--- src/rtl/mul_result_fifo.sv ---
// mul_result_fifo: captures each rising edge of rdy as {s, p} into a first-word-fall-through FIFO read via out_valid/out_ack.
// Optional MUL_RESULT_DROP_OLDEST_EN: when full, a new result overwrites the oldest entry instead of being dropped.
module mul_result_fifo #(
  parameter  int P_WIDTH = 6,
  parameter  int DEPTH   = 4,
  localparam int CW      = $clog2(DEPTH + 1)
) (
  input  logic               clk,
  input  logic               rst,
  input  logic [P_WIDTH-1:0] p,
  input  logic               s,
  input  logic               rdy,
  output logic               out_valid,
  output logic [P_WIDTH:0]   out_data,
  input  logic               out_ack,
  output logic               full,
  output logic               empty,
  output logic [CW-1:0]      count,
  output logic               overflow,
  input  logic               clr_ovf
);

  localparam int AW = $clog2(DEPTH);

`ifdef MUL_RESULT_DROP_OLDEST_EN
  localparam bit LP_DROP_OLDEST = 1'b1;
`else
  localparam bit LP_DROP_OLDEST = 1'b0;
`endif

  logic [P_WIDTH:0] r_mem [DEPTH];
  logic [AW-1:0]    r_wr_ptr;
  logic [AW-1:0]    r_rd_ptr;
  logic [CW-1:0]    r_count;
  logic             r_rdy_q;
  logic             r_overflow;

  logic w_push;
  logic w_pop;
  logic w_full;
  logic w_empty;
  logic w_wr_en;
  logic w_rd_adv;
  logic w_lost;

  assign w_full  = (r_count == CW'(DEPTH));
  assign w_empty = (r_count == '0);
  assign w_push  = rdy & ~r_rdy_q;
  assign w_pop   = out_ack & ~w_empty;

  // A full FIFO accepts a push only if a pop frees a slot or the oldest entry may be overwritten.
  assign w_wr_en  = w_push & (~w_full | w_pop | LP_DROP_OLDEST);
  assign w_rd_adv = w_pop | (w_push & w_full & LP_DROP_OLDEST);
  assign w_lost   = w_push & w_full & ~w_pop;

  // NOTE: sequential state uses non-blocking assignments so every register samples pre-edge values.
  always_ff @(posedge clk or negedge rst) begin
    if (!rst) begin
      r_wr_ptr   <= '0;
      r_rd_ptr   <= '0;
      r_count    <= '0;
      r_rdy_q    <= 1'b1;
      r_overflow <= 1'b0;
    end else begin
      r_rdy_q <= rdy;
      if (w_wr_en)  r_wr_ptr <= r_wr_ptr + AW'(1);
      if (w_rd_adv) r_rd_ptr <= r_rd_ptr + AW'(1);
      if (w_wr_en && !w_rd_adv)      r_count <= r_count + CW'(1);
      else if (!w_wr_en && w_rd_adv) r_count <= r_count - CW'(1);
      if (w_lost)       r_overflow <= 1'b1;
      else if (clr_ovf) r_overflow <= 1'b0;
    end
  end

  // NOTE: storage has no reset; count gates its visibility, so stale contents are never observed.
  always_ff @(posedge clk) begin
    if (w_wr_en) r_mem[r_wr_ptr] <= {s, p};
  end

  assign out_valid = ~w_empty;
  assign out_data  = w_empty ? '0 : r_mem[r_rd_ptr];
  assign full      = w_full;
  assign empty     = w_empty;
  assign count     = r_count;
  assign overflow  = r_overflow;

endmodule

--- config.mk ---
export PLATFORM = sky130hd
export DESIGN_NAME = mul_result_fifo
export DESIGN_NICKNAME = d
export VERILOG_FILES = /design/src/rtl/mul_result_fifo.sv
export SDC_FILE = /design/constraint.sdc
export NUM_CORES = 1
export LEC_CHECK = 0
export CAP_MARGIN = 40
export CORE_MARGIN = 2
export CORE_UTILIZATION = 47
export DETAILED_ROUTE_END_ITERATION = 8
export PLACE_DENSITY_LB_ADDON = 0.15
export SYNTH_ARGS = -nofsm -noshare
export SYNTH_HDL_FRONTEND = slang
export SYNTH_SLANG_ARGS = --single-unit
--- constraint.sdc ---
create_clock -name clk -period 1.9 [get_ports clk]
set_input_delay 0.57 -clock clk [delete_from_list [all_inputs] [get_ports clk]]
set_output_delay 0.57 -clock clk [all_outputs]
set_load 0.1 [all_outputs]
==> results of run 1 <==
-- repair_timing --
action                     in CTS  in global routing
setup buffers                   4                  4
setup endpoints to repair      12                 40
pin swaps                       4                 11
gates resized for setup        10                  6
gates cloned                    0                  0
-- routing by layer --
layer / global-route usage, % / up-vias / part of all wire (%)
li1: - / 414 / -
met1: 21.5 / 445 / 43
met2: 24.5 / 22 / 51
met3: 4.17 / 5 / 3.8
met4: 10.0 / 0 / 2.3
met5: 0 / - / 0
-- stage by stage --
step	TNS (ns)	area (sq um)	setup WS [ns]	utilization (%)	hold WS [ns]
after floorplan	-15.97	1640	-0.916	-	0.274
after detailed placement	-5.21	2150	-0.481	65.6	0.570
after global placement	-4.40	2150	-0.424	65.6	0.561
after global routing	-4.69	2340	-0.434	71.2	0.566
after CTS	-3.85	2290	-0.408	69.8	0.526
final	-4.06	2340	-0.389	71.2	0.541
-- cell type report --
class,count,share of cell area (%)
Timing Repair Buffer,46,25.1
Clock buffer,6,1.77
Tap cell,46,2.46
Clock inverter,2,1.45
Multi-Input combinational cell,41,21.9
Sequential cell,37,46.1
Inverter,6,1.12
-- worst register-to-register path: stages (launching register included) --
cell     delay (ns)
dfrtp_4        0.48
buf_4          0.14
buf_6          0.12
nor3b_4        0.21
buf_4          0.16
a21oi_4        0.06
ha_4           0.16
inv_2          0.05
fa_2           0.41
mux2_2         0.26
-- registers in the layout (all words and copies together), names as in the netlist --
| name | flops |
|---|---|
| count | 3 |
| overflow | 1 |
| r_mem | 28 |
| r_rd_ptr | 2 |
| r_rdy_q | 1 |
| r_wr_ptr | 2 |
-- kinds of logic (layout without fill, tap and decap cells) --
| family | count (synthesis) | count (layout) | synth area share [%] |
|---|---|---|---|
| simple gates | 18 | 18 | 8.20 |
| flops | 37 | 37 | 67.2 |
| buf+inv | 9 | 60 | 3.15 |
| xor+xnor | 6 | 6 | 3.31 |
| mux | 9 | 9 | 11.6 |
| compound gates | 2 | 2 | 1.34 |
| fa+ha+maj | 6 | 6 | 5.20 |
-- synth_stat cells (2+ instances only) --
cell and n:
edfxtp_1 28, and2_1 11, dfrtp_1 8, mux4_2 7
inv_1 6, ha_1 5, xnor2_1 4, buf_6 2
xor2_1 2
-- worst paths after layout --
path	depth (start not counted)	from	slack, ns	endpoint
max in group asynchronous	1	rst	1.01	count[0]$_DFFE_PN0P_
worst min-delay path	1	rst	0.54	r_rd_ptr[1]$_DFFE_PN0N_
worst max-delay path	4	count[1]$_DFFE_PN0P_	-0.39	out_data[1]
min in group clk	2	overflow$_DFFE_PN0P_	0.58	overflow$_DFFE_PN0P_
worst max register to register	9	count[1]$_DFFE_PN0P_	-0.24	count[1]$_DFFE_PN0P_
worst min register to register	2	overflow$_DFFE_PN0P_	0.58	overflow$_DFFE_PN0P_
==> reports/results.ini, run 1 <==
[outcome]
outcome=finished, violations left
failed_checks=setup timing

[final_layout]
layout.nets=155
multi_input_area_sq_um=513
regArea_sq_um=1080
diodes=0
layout-drive-gt1-share_pct=52.9
area_growth_pct=47.2
final_common_cell=edfxtp_1
instances_no_fill=184
fillers=220
final_cell_mix=edfxtp_1 (28), buf_12 (15), buf_4 (13)

[synth]
synth_seq_area_share_pct=67.2
ys_warn_count=0
postSynthCellCount=87
synth_edf_count=28
ys_ff_latch=37
yosysUniqueCellTypes=23
synthTopCellsByArea=edfxtp_1 (53%), dfrtp_1 (13%), mux4_2 (9.9%)
yosys.area.top_type_share_pct=53.0
synth_top_flop_cell=edfxtp_1
async_flop_share_pct=24.3
syn_area_per_cell_sq_um=18.3
syn_nets=105
yosysTopAreaCell=edfxtp_1
synthesis.area_sq_um=1590

[floorplanning]
fp-row-count=21
initial_utilization_pct=48.3
die_h_microns=62.1
io_pins=26
die_x_microns=62.1
die-area_sq_um=3860
coreArea_sq_um=3280

[global_routing]
grt_pass1_wl_mm=4.57
grt_max_degree=12
antenna_found_initial=0
grt_pass1_vias=945
grt_usage_pct=16.3
grt_remaining_overflow=0

[setup_path]
worstPathArrival_ns=1.72
cp_top_family=simple AND/OR/NAND/NOR gates
critPathKind=flop to output port
crit_path_end_kind=output port
cp_slowest_cell=dfrtp_4
path_common_cell=buf_12
cp_slowest_stage_delay_ns=0.48
worstPathRequired_ns=1.33
cp_num_buf_inv=2
path_cells=or3_4 > buf_12 > and2_4 > buf_12
worst-path-max-fanout=10
cp-start-kind=flop

[drt]
vias_per_cell=4.82
wirelength_mm=2.84
dr.pass1.iters=4
drc=0
drtAntennaViolNets=0
drtIter0Drc=20
wl_per_cell_microns=15.4
vias=886

[cts]
htreeDepth=2
cts_hold_buf=0
clk_pin_slew_ns=0.10
cts_root_buf=clkbuf_4
clk_path_buf_depth=2
cts_buffers=5
cts_tree=yes
cts.sinks=37
clock_latency_ns=0.34

[placement]
numPortBuffers=25
dp_hpwl_mm=1.86
place_inst=169
place.gp.congestion=0.719

[sta]
setup_slack_ns=-0.389
max_freq_mhz=437
hold_viol_final=0
fin_crit_sh_pct=120
fin_skew_ns=0.00896
worst_pin_slew_ns=0.459
setup_viol=13
drv_slew=0
rsz0062_at_grt=true
finalCriticalPeriod_ns=2.29
relSlewSlack_pct=69.3

[flow_run]
max_cap_viol_count=0

[min_path]
hold_class=input port to asynchronous set/reset pin

Power of run 1 is not shown: default switching activity piles up to over one toggle a cycle in this logic, so the estimate is an artifact.
==> run 2: changes to the inputs <==
CAP_MARGIN = 20   (was 40)
==> results of run 2 <==
Same layout as run 1: the final DEF is identical, and so are final timing and power.
Power of run 2 is left out for the same reason.
